### config.mk
export PLATFORM = sky130hd
export DESIGN_NAME = muldiv_unit
export DESIGN_NICKNAME = d
export VERILOG_FILES = /design/src/rtl/muldiv_unit.sv
export SDC_FILE = /design/constraint.sdc
export NUM_CORES = 1
export LEC_CHECK = 0
export CORE_MARGIN = 3
export CORE_UTILIZATION = 39
export DETAILED_ROUTE_END_ITERATION = 12
export PLACE_DENSITY = 0.62
export SLEW_MARGIN = 20
export SYNTH_ARGS = -nofsm -noshare
export SYNTH_HDL_FRONTEND = slang
export SYNTH_SLANG_ARGS = --single-unit
### constraint.sdc
create_clock -name clk -period 3.75 [get_ports clk]
set_input_delay 1.125 -clock clk [delete_from_list [all_inputs] [get_ports clk]]
set_output_delay 1.125 -clock clk [all_outputs]
set_load 0.05 [all_outputs]
### src/rtl/muldiv_unit.sv
// RV32M multiply/divide unit: iterative radix-2 shift-add multiply and
// restoring divide, with sign fix-up, div-by-zero/overflow bypass.
module muldiv_unit #(
  parameter int Width = 32
) (
  input  logic             clk,
  input  logic             rst_n,
  input  logic             start_valid,
  output logic             start_ready,
  input  logic [2:0]       op,
  input  logic [Width-1:0] rs1_val,
  input  logic [Width-1:0] rs2_val,
  input  logic [4:0]       rd_in,
  input  logic             flush,
  output logic             res_valid,
  input  logic             res_ready,
  output logic [Width-1:0] result,
  output logic [4:0]       rd_out,
  output logic             reg_write
);

  localparam int CW = $clog2(Width + 1);
  localparam logic [CW-1:0] LastCnt = CW'(Width - 1);
  localparam logic [Width-1:0] MinInt = {1'b1, {(Width-1){1'b0}}};

  typedef enum logic [1:0] {
    IDLE,
    CALC,
    FIX,
    DONE
  } state_t;

  state_t           state_q, state_d;
  logic [CW-1:0]    cnt_q, cnt_d;
  logic [2:0]       op_q, op_d;
  logic [4:0]       rd_q, rd_d;
  logic             sa_q, sa_d;
  logic             sb_q, sb_d;
  logic [Width-1:0] hi_q, hi_d;
  logic [Width-1:0] lo_q, lo_d;
  logic [Width-1:0] opb_q, opb_d;
  logic [Width-1:0] result_q, result_d;

  logic             in_div;
  logic             sgn_a;
  logic             sgn_b;
  logic             a_neg;
  logic             b_neg;
  logic [Width-1:0] mag_a;
  logic [Width-1:0] mag_b;
  logic             div_zero;
  logic             div_ovf;

  logic [Width:0]   mul_sum;
  logic [Width:0]   div_sh;
  logic [Width:0]   div_diff;
  logic [Width-1:0] step_hi;
  logic [Width-1:0] step_lo;

  logic [2*Width-1:0] prod;
  logic [2*Width-1:0] prod_fix;
  logic [Width-1:0]   quo_fix;
  logic [Width-1:0]   rem_fix;
  logic [Width-1:0]   fix_res;

  // Request decode: operand signedness, magnitudes and bypass cases.
  always_comb begin
    in_div   = op[2];
    sgn_a    = (op == 3'b001) || (op == 3'b010) ||
               (op == 3'b100) || (op == 3'b110);
    sgn_b    = (op == 3'b001) || (op == 3'b100) ||
               (op == 3'b110);
    a_neg    = sgn_a && rs1_val[Width-1];
    b_neg    = sgn_b && rs2_val[Width-1];
    mag_a    = a_neg ? ('0 - rs1_val) : rs1_val;
    mag_b    = b_neg ? ('0 - rs2_val) : rs2_val;
    div_zero = in_div && (rs2_val == '0);
    div_ovf  = in_div && !op[0] &&
               (rs1_val == MinInt) && (rs2_val == '1);
  end

  // One iteration of the shared multiply/divide datapath.
  always_comb begin
    mul_sum  = {1'b0, hi_q} +
               (lo_q[0] ? {1'b0, opb_q} : '0);
    div_sh   = {hi_q, lo_q[Width-1]};
    div_diff = div_sh - {1'b0, opb_q};
    if (op_q[2]) begin
      if (!div_diff[Width]) begin
        step_hi = div_diff[Width-1:0];
        step_lo = {lo_q[Width-2:0], 1'b1};
      end else begin
        step_hi = div_sh[Width-1:0];
        step_lo = {lo_q[Width-2:0], 1'b0};
      end
    end else begin
      step_hi = mul_sum[Width:1];
      step_lo = {mul_sum[0], lo_q[Width-1:1]};
    end
  end

  // Sign correction and result selection for the FIX cycle.
  always_comb begin
    prod     = {hi_q, lo_q};
    prod_fix = (sa_q ^ sb_q) ? ('0 - prod) : prod;
    quo_fix  = (sa_q ^ sb_q) ? ('0 - lo_q) : lo_q;
    rem_fix  = sa_q ? ('0 - hi_q) : hi_q;
    fix_res  = '0;
    unique case (1'b1)
      (op_q == 3'b000): fix_res = prod_fix[Width-1:0];
      (op_q[2:1] == 2'b00 && op_q[0]),
      (op_q[2:1] == 2'b01): fix_res = prod_fix[2*Width-1:Width];
      (op_q[2:1] == 2'b10): fix_res = quo_fix;
      (op_q[2:1] == 2'b11): fix_res = rem_fix;
      default: fix_res = '0;
    endcase
  end

  // Next-state and datapath update; flush wins over everything.
  always_comb begin
    state_d  = state_q;
    cnt_d    = cnt_q;
    op_d     = op_q;
    rd_d     = rd_q;
    sa_d     = sa_q;
    sb_d     = sb_q;
    hi_d     = hi_q;
    lo_d     = lo_q;
    opb_d    = opb_q;
    result_d = result_q;
    if (flush) begin
      state_d = IDLE;
    end else begin
      case (state_q)
        IDLE: begin
          if (start_valid) begin
            op_d  = op;
            rd_d  = rd_in;
            sa_d  = a_neg;
            sb_d  = b_neg;
            cnt_d = '0;
            hi_d  = '0;
            lo_d  = in_div ? mag_a : mag_b;
            opb_d = in_div ? mag_b : mag_a;
            if (div_zero) begin
              result_d = op[1] ? rs1_val : '1;
              state_d  = DONE;
            end else if (div_ovf) begin
              result_d = op[1] ? '0 : MinInt;
              state_d  = DONE;
            end else begin
              state_d = CALC;
            end
          end
        end
        CALC: begin
          hi_d = step_hi;
          lo_d = step_lo;
          if (cnt_q == LastCnt) begin
            state_d = FIX;
          end else begin
            cnt_d = cnt_q + 1'b1;
          end
        end
        FIX: begin
          result_d = fix_res;
          state_d  = DONE;
        end
        DONE: begin
          if (res_ready) begin
            state_d = IDLE;
          end
        end
        default: state_d = IDLE;
      endcase
    end
  end

  // State and datapath registers, cleared by async reset.
  always_ff @(posedge clk or negedge rst_n) begin
    if (!rst_n) begin
      state_q  <= IDLE;
      cnt_q    <= '0;
      op_q     <= '0;
      rd_q     <= '0;
      sa_q     <= 1'b0;
      sb_q     <= 1'b0;
      hi_q     <= '0;
      lo_q     <= '0;
      opb_q    <= '0;
      result_q <= '0;
    end else begin
      state_q  <= state_d;
      cnt_q    <= cnt_d;
      op_q     <= op_d;
      rd_q     <= rd_d;
      sa_q     <= sa_d;
      sb_q     <= sb_d;
      hi_q     <= hi_d;
      lo_q     <= lo_d;
      opb_q    <= opb_d;
      result_q <= result_d;
    end
  end

  // Handshake outputs; flush masks completion combinationally.
  always_comb begin
    start_ready = (state_q == IDLE);
    res_valid   = (state_q == DONE) && !flush;
    reg_write   = res_valid && res_ready && (rd_q != '0);
    result      = result_q;
    rd_out      = rd_q;
  end

endmodule

==> results of run 1 <==
## kinds of logic after synthesis
kind of cell    share of synthesized area (%)
flops                                    24.5
compound gates                           28.6
fa+ha+maj                                6.47
xor+xnor                                 9.79
mux                                      4.13
simple gates                             21.4
buf+inv                                  5.08
## power groups by stage
| stage | Clock (uW) | Sequential [uW] | Combinational (uW) |
|---|---|---|---|
| final | 1750 | 2940 | 13900 |
| after global routing | 1830 | 3000 | 15000 |
| after CTS | 1760 | 2900 | 13500 |
| after detailed placement | 0 | 2930 | 13400 |
| after global placement | 0 | 2910 | 13300 |
| after floorplan | 0 | 2920 | 8500 |
## state kept, by name (all words and copies together), names as in the netlist
name     count
sb_q         1
cnt_q        6
op_q         3
sa_q         1
hi_q        32
lo_q        32
opb_q       32
rd_out       5
state_q      2
result      32
## layer usage
layer	GRT usage (%)	vias up
li1	-	7983
met1	45.4	8246
met2	47.3	915
met3	6.58	138
met4	10.2	0
met5	0	-
## area by class of cell
| class | instances | area (um2) |
|---|---|---|
| Inverter | 73 | 274 |
| Tap cell | 511 | 639 |
| Sequential cell | 146 | 3650 |
| Clock inverter | 12 | 135 |
| Multi-Input combinational cell | 1691 | 10700 |
| Fill cell | 3709 | 18600 |
| Timing Repair Buffer | 393 | 3340 |
| Clock buffer | 19 | 433 |
## what timing repair did
item | 4_1_cts | 5_1_grt
pin swaps | 0 | 2
hold endpoints to repair | 0 | 0
endpoints found under the setup margin | 2 | 40
resized for setup | 2 | 19
buffers inserted | 0 | 1
cloned | 0 | 0
## cells in the final DEF, fill, tap and decap left out, drive strengths merged, types with 7 or more instances in the layout
cell type      netlist  routed
o22ai                7       7
a21o                26      26
mux2i               38      38
a22oi               16      16
a211oi              27      27
nor4                23      23
or2                 10      10
o31ai               29      29
clkbuf             111      19
o311ai               9       9
nand4               27      27
nand2b              21      21
nor2               208     208
o211ai              31      31
a221oi              10      10
ha                  74      74
o41ai                8       8
nor2b               17      17
o21a                 9       9
buf                 16     281
o21ai              204     204
a21oi              207     207
o21bai               9       9
nand3               25      25
nor3                55      55
xor2                84      84
o221ai              38      38
or4                 16      16
dfrtp              146     146
inv                 73      76
or3                 26      26
clkdlybuf4s50        0     112
mux2                21      21
a31oi               19      19
nand2              247     247
and2                11      11
xnor2               83      83
## worst max path at each step
stage,startpoint,end,slack [ps],cells past startpoint
global placement,rs2_val[16],result[15],-250,11
floorplan,rs2_val[4],result[20],40,10
finish,rs2_val[15],result[14],160,12
detailed placement,rs2_val[16],result[13],-380,11
CTS,lo_q[0],hi_q[30],10,17
global route,rs2_val[15],result[1],-40,12
## stage by stage
stage          power, uW  std cells  hold WS (ps)  setup TNS, ps
2_1_floorplan      11400       2037           450              0
5_1_grt            19800       2845           446           -208
3_3_place_gp       16200       2813           459          -8970
3_5_place_dp       16300       2813           459         -14550
4_1_cts            18100       2844           448              0
6_report           18600       2845           455              0
==> results by group, run 1 <==
Yosys
  • YS warnings: 0
  • Post-synthesis cell count: between 2000 and 2500
  • Net count after synthesis: roughly 2200
  • Count of distinct cell types in the synthesized netlist: between 60 and 70
  • Number of synthesized flops with an enable pin: 0
  • Post-synthesis async set-or-reset flop share: 100%
  • Synth cell count leaders: 247 x nand2_1, 207 x a21oi_1, 207 x nor2_1
  • Seq/Total Area, Yosys: between 20 and 25%
  • Mapped Area: 0.0149 mm2
  • Cell taking the most area after synthesis: dfrtp_1
  • Post-synth top area share: between 20% and 30%
  • Most numerous cell in the Yosys netlist: nand2_1
  • Mean area per synthesized cell: 7.33 um2
  • Dominant cells by area after synthesis: dfrtp_1 24%, a21oi_1 6.9%, o21ai_0 6.6%
  • Post-synth top flop: dfrtp_1
  • Total of flip-flops plus latches after synthesis: about 150

Routing
  • Total Routed Length: 66.1 mm
  • Violation count after the first detailed-route iteration: 2085
  • Met1 layer wirelength in the final routing: slightly below 30 mm
  • Vias: between 15000 and 20000
  • Detailed-router iteration count before antenna repair: 5
  • DRT antenna net count: 0
  • Met2 Wirelength: roughly 28 mm
  • Met3 routed wirelength: ~6.4 mm
  • Average routed wire per standard cell: 23.2 um
  • Avg Vias per Cell: between 6 and 7
  • DRC Markers: 0
  • Highest metal layer with signal wires: met4

Final layout
  • Design Area, Final: between 0.015 and 0.02 mm2
  • Total inserted antenna cells: 0
  • Layout Nets: 2475
  • Share of final-layout standard cells stronger than drive strength 1: 15.9%
  • Relative area change from synthesis to final layout: 28.1%
  • Post-Route Utilization: about half

STA
  • Highest achievable clock rate: 278 MHz
  • Final-report hold violation count: 0
  • Number of setup violations in the final report: 0
  • Clock Skews: about 18 ps
  • Worst setup margin: ~160 ps
  • Max-Slew Margin vs Limit: 39.5%
  • Clock period minus worst slack: around 3600 ps
  • Slew at the pin with the worst max-slew slack: ~910 ps
  • Final period util: 95.9%
  • Number of pins exceeding their max-slew limit in the final report: 0

Placed design
  • Final weighted congestion in routability-driven placement: ~0.98
  • Placed Instance Area: 0.0185 mm2
  • Number of port buffers: around 120
  • Placement-stage worst setup slack: -384 ps
  • Hpwl dp: between 50 and 60 mm

Worst setup path
  • Startpoint-to-endpoint class of the critical path: input port to flop
  • Reg2Reg Capture Point: result[19]
  • CP peak stage delay: 440 ps
  • Nature of the critical path startpoint: input port
  • Number of cell instances on the worst register-to-register path: 12
  • Gate family responsible for the most delay along the worst path: simple AND/OR/NAND/NOR gates
  • Capturing element type of the critical path: flop
  • Required time of the critical path: 4110 ps
  • Data arrival time at the worst-slack endpoint: about 4000 ps
  • WP buf/inv: 3
  • Max Fanout on Critical Path: 23
  • Setup slack of the most critical reg-to-reg path: approximately 170 ps
  • Slowest stage cell on the critical path: clkdlybuf4s50_1
  • Ordered list of cells on the worst path: clkdlybuf4s50_1 -> nor3_2 -> nand2b_1 -> or3_1 -> or3_1 -> or2_2 -> nor4b_2 -> buf_4 -> a32o_1 -> buf_12 -> o21ai_0 -> o21ai_0
  • R2r startpoint: lo_q[0]

Die
  • Placeable core region: around 0.038 mm2
  • Initial core utilization: between 30% and 40%
  • Vertical extent of the die: slightly above 200 um
  • Num ports: approximately 120
  • Die footprint: 0.0407 mm2
  • Placement Rows: between 70 and 80
  • Die width: around 200 um

Global routing
  • GR Util All Layers: about a third
  • Total congestion overflow: 0
  • Global-route wire length before repair: slightly below 100 mm
  • Pin count of the biggest net entering global routing: 101
  • Via count of the first global-routing pass: 16100
  • Antenna violations before repair: 0

Clock tree
  • Clock buffers created by TritonCTS: 17
  • Clk Latency, worst-skew pair: around 460 ps
  • H-tree lvl count: 4
  • Root buffer cell: clkbuf_16
  • Hold-fix buffers, CTS: 0
  • Post-CTS clock slew at the launch and capture registers of the worst setup and hold paths: 60 ps
  • TritonCTS clock tree: built
  • CTS sink count: about 150
  • Buffers from clock root to sink, at most: 2

Power and ir drop
  • Static Leak: 0.00824 uW
  • Worst ir drop on vdd: ~500 uV
  • Power per unit of standard cell area: ~1000 mW/mm2
  • Switching fraction of total power: a little under three fifths
  • Switching power total: slightly above 10000 uW
  • Relative contribution of the clock network to total power: 9.4%
  • Fraction of power consumed by sequential logic: about 16%
  • Internal power: about 8300 uW
  • Combinational share of power: about three quarters

Status
  • Result of the run: finished, final reports clean

Worst hold path
  • Worst hold path type: input port to async pin

Job
  • Number of maximum-capacitance constraint violations: 0
Power figures use the tool's default switching activity.
==> run 2, diff against run 1 <==
- RECOVER_POWER: not set -> 100
==> run 2 against run 1 <==
  * The flow now finishes with violations (capacitance limit, slew limit)
  * Worst hold slack improved by 12 ps
  * Sequential power is essentially flat
  * First-iteration DRC count is 0.77% lower
  * Via count fell by 0.23%
  * Core utilization shrank 0.30 points
  * Clock-buffer cell count unchanged
  * Critical path type unchanged
  * Critical endpoint unchanged
  * Largest cell class unchanged
  * Highest routed layer unchanged
==> results by group, run 2 (synthesis results as in run 1) <==
Global routing
  • Pin count of the biggest net entering global routing: around 100
  • Global-route wire length before repair: ~99 mm
  • Met1 Track Usage GR: between 40 and 50%
  • Grt met2 use: a little under half
  • Via count of the first global-routing pass: 16100
  • Total congestion overflow: 0
  • Top Usage Layer GRT: met2
  • Antenna violations before repair: 0
  • Met3 capacity usage during global routing: between 6 and 7%
  • GR Util All Layers: between 30% and 40%

Die
  • Die footprint: a little over 0.04 mm2
  • Placement Rows: 71
  • Num ports: between 100 and 150
  • Die width: between 200 and 250 um
  • Initial core utilization: roughly two fifths
  • Placeable core region: around 0.038 mm2
  • Vertical extent of the die: ~200 um

STA
  • Final-report hold violation count: 0
  • Final period util: ~96%
  • Number of pins exceeding their max-slew limit in the final report: ~100
  • Worst setup margin: roughly 160 ps
  • Max-Slew Margin vs Limit: -57.8%
  • Smallest hold slack: ~470 ps
  • Clock period minus worst slack: roughly 3600 ps
  • Highest achievable clock rate: between 200 and 300 MHz
  • Slew at the pin with the worst max-slew slack: 2370 ps
  • Number of setup violations in the final report: 0
  • Clock Skews: between 15 and 20 ps

Final layout
  • Share of final-layout standard cells stronger than drive strength 1: between 10% and 20%
  • Combined area of the multi-input logic cells: about 0.011 mm2
  • Filler instances: approximately 3700
  • Total inserted antenna cells: 0
  • Commonest cells after routing, fill and taps aside: 250 x buf_4, 247 x nand2_1, 207 x nor2_1, 205 x a21oi_1, 195 x o21ai_0
  • Layout Nets: 2475
  • Most common library cell in the layout ignoring fill and taps: buf_4
  • Relative area change from synthesis to final layout: 27.4%
  • Final std cells w/o fill: 2845
  • Area of all sequential standard cells: approximately 0.0037 mm2

Clock tree
  • Root buffer cell: clkbuf_16
  • H-tree lvl count: 4
  • TritonCTS clock tree: built
  • Post-CTS clock slew at the launch and capture registers of the worst setup and hold paths: approximately 60 ps
  • CTS sink count: about 150
  • Clock buffers created by TritonCTS: 17
  • Buffers from clock root to sink, at most: 2
  • Clk Latency, worst-skew pair: between 400 and 500 ps

Routing
  • Violation count after the first detailed-route iteration: around 2100
  • DRC Markers: 0
  • Vias: 17200
  • Average routed wire per standard cell: approximately 23 um
  • Avg Vias per Cell: between 6 and 7
  • Total Routed Length: roughly 66 mm
  • Detailed-router iteration count before antenna repair: 6
  • DRT antenna net count: 0

Placed design
  • Hpwl dp: between 50 and 60 mm
  • Number of port buffers: around 120
  • Number of placed cells counting well taps: between 2000 and 3000
  • Final weighted congestion in routability-driven placement: 0.982
  • Placement-stage worst setup slack: -384 ps

Worst hold path
  • Worst hold path depth: 2
  • Worst hold path type: flop to flop

Worst setup path
  • Data arrival time at the worst-slack endpoint: around 4000 ps
  • Required time of the critical path: about 4100 ps
  • Capturing element type of the critical path: flop
  • Max Fanout on Critical Path: 23
  • Nature of the critical path startpoint: input port
  • Startpoint-to-endpoint class of the critical path: input port to flop
  • Number of cell instances on the worst register-to-register path: 12

Job
  • Number of maximum-capacitance constraint violations: 1

Status
  • Result of the run: finished with violations
  • Violated checks: capacitance limit, slew limit

Power and ir drop
  • Static Leak: around 0.0083 uW
  • Power per unit of standard cell area: a little under 1000 mW/mm2
  • Worst ir drop on vdd: just over 500 uV
[run 2: through the flow]
step / cell area [um2] / total power [uW] / TNS (ps) / util [%]
after floorplan: 14900 / 11400 / 0 / -
after global placement: 18500 / 16200 / -8970 / 48.9
after detailed placement: 18500 / 16300 / -14550 / 48.9
after CTS: 19100 / 18100 / 0 / 50.5
after global routing: 19000 / 19700 / -213 / 50.4
final: 19000 / 18500 / 0 / 50.4
[run 2: final timing paths]
check / from / end / slack [ps]
worst max-delay path: rs2_val[15] / result[14] / 160
worst min-delay path: result[10] / result[10] / 470
worst max register to register: lo_q[0] / result[5] / 160
worst min register to register: result[10] / result[10] / 470
max in group asynchronous: rst_n / rd_out[4] / 530
min in group asynchronous: rst_n / result[27] / 560
[run 2: layout make-up]
cell class                      instances  area share, %
Multi-Input combinational cell       1691           55.9
Clock buffer                           19           2.27
Timing Repair Buffer                  393           17.1
Clock inverter                         12          0.710
Inverter                               73           1.44
Tap cell                              511           3.36
Sequential cell                       146           19.2
[run 2: critical path, stage by stage]
cell and delay (ps):
clkdlybuf4s50_1 440, nor3_2 240, nand2b_1 90, or3_1 330
or3_1 330, or2_2 330, nor4b_2 240, buf_4 200
a32o_1 180, buf_12 170, o21ai_0 90, o21ai_0 170
[run 2: where the power goes]
group	leakage (uW)	switching (uW)	internal [uW]
sequential	0.00188	768	2170
combinational	0.00614	8710	5100
clock	0.000266	771	980
[run 2: timing repair]
action	4_1_cts	5_1_grt
gates resized for setup	2	19
setup endpoints to repair	2	40
buffers inserted	0	1
pin swaps	0	2
hold buffers	0	0
[run 2: layer usage]
metal | vias to the layer above | wire (um)
met4 | 0 | 2280
met2 | 920 | 28300
met1 | 8191 | 28900
met3 | 149 | 6520
met5 | - | 0
li1 | 7983 | -
==> run 3, diff against run 2 <==
- PLACE_DENSITY: 0.62 -> 0.6
- clock period: 3.75 -> 3.8 ns (I/O delays scaled with it)
==> run 3 against run 2 <==
  * The run still ends with capacitance limit, slew limit left
  * Critical path depth is 4 higher
  * Highest routed layer is now met5
  * Design area is essentially flat
  * Largest power group unchanged
  * Non-clock buffer count is 11 lower
==> results by group, run 3 (synthesis results as in run 1) <==
Clock tree
  • Buffers from clock root to sink, at most: 2
  • H-tree lvl count: 4
  • Clock buffers created by TritonCTS: 17
  • Setup bufs post-CTS: 0
  • Clk Latency, worst-skew pair: 470 ps
  • TritonCTS clock tree: built
  • Root buffer cell: clkbuf_16
  • CTS sink count: 146
  • Post-CTS clock slew at the launch and capture registers of the worst setup and hold paths: roughly 80 ps

Status
  • Violated checks: capacitance limit, slew limit
  • Result of the run: finished with violations

Worst hold path
  • Worst hold path type: flop to flop

Routing
  • Violation count after the first detailed-route iteration: around 1500
  • Total Routed Length: about 66 mm
  • Average routed wire per standard cell: 23.4 um
  • Avg Vias per Cell: approximately 6.1
  • DRC Markers: 0
  • DRT antenna net count: 0
  • Vias: about 17000
  • Detailed-router iteration count before antenna repair: 6

STA
  • RSZ-0062 raised after global routing: true
  • Worst setup margin: ~130 ps
  • Clock period minus worst slack: between 3000 and 4000 ps
  • Highest achievable clock rate: 273 MHz
  • Max-Slew Margin vs Limit: -17.9%
  • Final-report hold violation count: 0
  • Final period util: 96.5%
  • Smallest hold slack: ~480 ps
  • Number of pins exceeding their max-slew limit in the final report: between 50 and 60
  • Number of setup violations in the final report: 0
  • Clock Skews: about 20 ps
  • Slew at the pin with the worst max-slew slack: about 1800 ps

Power and ir drop
  • Static Leak: slightly above 0.008 uW
  • Switching fraction of total power: 56.0%
  • Relative contribution of the clock network to total power: 9.8%
  • Internal power: 8050 uW
  • Worst ir drop on vdd: around 620 uV
  • Fraction of power consumed by sequential logic: 15.7%
  • Power per unit of standard cell area: roughly 960 mW/mm2
  • Switching power total: 10200 uW
  • Combinational share of power: between 70% and 80%

Final layout
  • Total inserted antenna cells: 0
  • Share of final-layout standard cells stronger than drive strength 1: 15.1%
  • Post-Route Utilization: 50.4%
  • Commonest cells after routing, fill and taps aside: 247 x nand2_1, 246 x buf_4, 207 x nor2_1, 205 x a21oi_1, 195 x o21ai_0
  • Design Area, Final: roughly 0.019 mm2
  • Most common library cell in the layout ignoring fill and taps: nand2_1
  • Final std cells w/o fill: between 2000 and 3000
  • Relative area change from synthesis to final layout: 27.4%
  • Filler instances: roughly 3700
  • Layout Nets: around 2500

Global routing
  • Via count of the first global-routing pass: 16100
  • Antenna violations before repair: 1
  • Global-route wire length before repair: 99.2 mm
  • Total congestion overflow: 0
  • GR Util All Layers: a little under a third
  • Pin count of the biggest net entering global routing: 93

Placed design
  • Number of port buffers: ~120
  • Number of placed cells counting well taps: ~2800
  • Placement-stage worst setup slack: -488 ps
  • Placed Instance Area: approximately 0.018 mm2
  • Hpwl dp: 52.4 mm
  • Final weighted congestion in routability-driven placement: 0.987

Die
  • Vertical extent of the die: between 200 and 250 um
  • Num ports: around 120
  • Placement Rows: 71
  • Die width: 202 um
  • Placeable core region: ~0.038 mm2
  • Die footprint: about 0.04 mm2
  • Initial core utilization: 39.6%

Worst setup path
  • Startpoint-to-endpoint class of the critical path: flop to flop
  • Nature of the critical path startpoint: flop
  • Data arrival time at the worst-slack endpoint: about 4000 ps
  • Required time of the critical path: 4120 ps
  • Capturing element type of the critical path: flop
  • Max Fanout on Critical Path: 14

Job
  • Number of maximum-capacitance constraint violations: 1
-- run 3: critical path, stage by stage, from the launching register on --
cell and delay, ps:
dfrtp_2 470, inv_4 130, buf_4 180, buf_6 180, nor2_1 70, ha_1 300
a21oi_2 200, nand2_1 80, or2_2 290, a21oi_1 140, buf_4 150, o31a_1 170
o21ai_0 170, a31o_2 320, a31o_2 300, o31ai_2 290, a32oi_1 90
-- run 3: power groups by stage --
stage | combinational (uW) | sequential (uW) | clock, uW
after detailed placement | 13200 | 2860 | 0
after floorplan | 8390 | 2880 | 0
after CTS | 13300 | 2840 | 1820
after global placement | 13100 | 2860 | 0
after global routing | 14700 | 2930 | 1880
final | 13600 | 2870 | 1790
-- run 3: area by class of cell --
cell class | count | area, um2 | share of cell area [%]
multi-input cells | 1691 | 10600 | 55.9
flip-flops and latches | 146 | 3660 | 19.2
repair buffers | 382 | 3210 | 16.8
well taps | 511 | 639 | 3.36
clock buffers | 17 | 425 | 2.24
inverters | 73 | 277 | 1.45
clock inverters | 15 | 180 | 0.947
-- run 3: per-stage QoR --
stage	TNS (ps)	power [uW]
2_1_floorplan	0	11300
3_3_place_gp	-12330	16000
3_5_place_dp	-19260	16100
4_1_cts	0	18000
5_1_grt	-21.1	19500
6_report	0	18300
-- run 3: timing repair --
action / 4_1_cts / 5_1_grt
endpoints found under the setup margin: 12 / 47
hold buffers: 0 / 0
pin swaps: 0 / 2
resized for setup: 4 / 22
-- run 3: worst paths after layout --
path	from	end	slack, ps	depth (start not counted)
setup reg to reg	lo_q[0]	hi_q[29]	130	16
max in group asynchronous	rst_n	lo_q[10]	740	2
hold / removal	opb_q[6]	opb_q[6]	480	2
setup / recovery	lo_q[0]	hi_q[29]	130	16
min in group asynchronous	rst_n	result[19]	1150	1
hold reg to reg	opb_q[6]	opb_q[6]	480	2
-- run 3: metal layers --
metal / vias to the layer above / GRT usage, % / share of wire (%)
li1: 7960 / - / -
met1: 8266 / 44.8 / 44
met2: 877 / 49.0 / 44
met3: 143 / 6.12 / 9.2
met4: 2 / 9.29 / 3.2
met5: - / 0 / 0.024
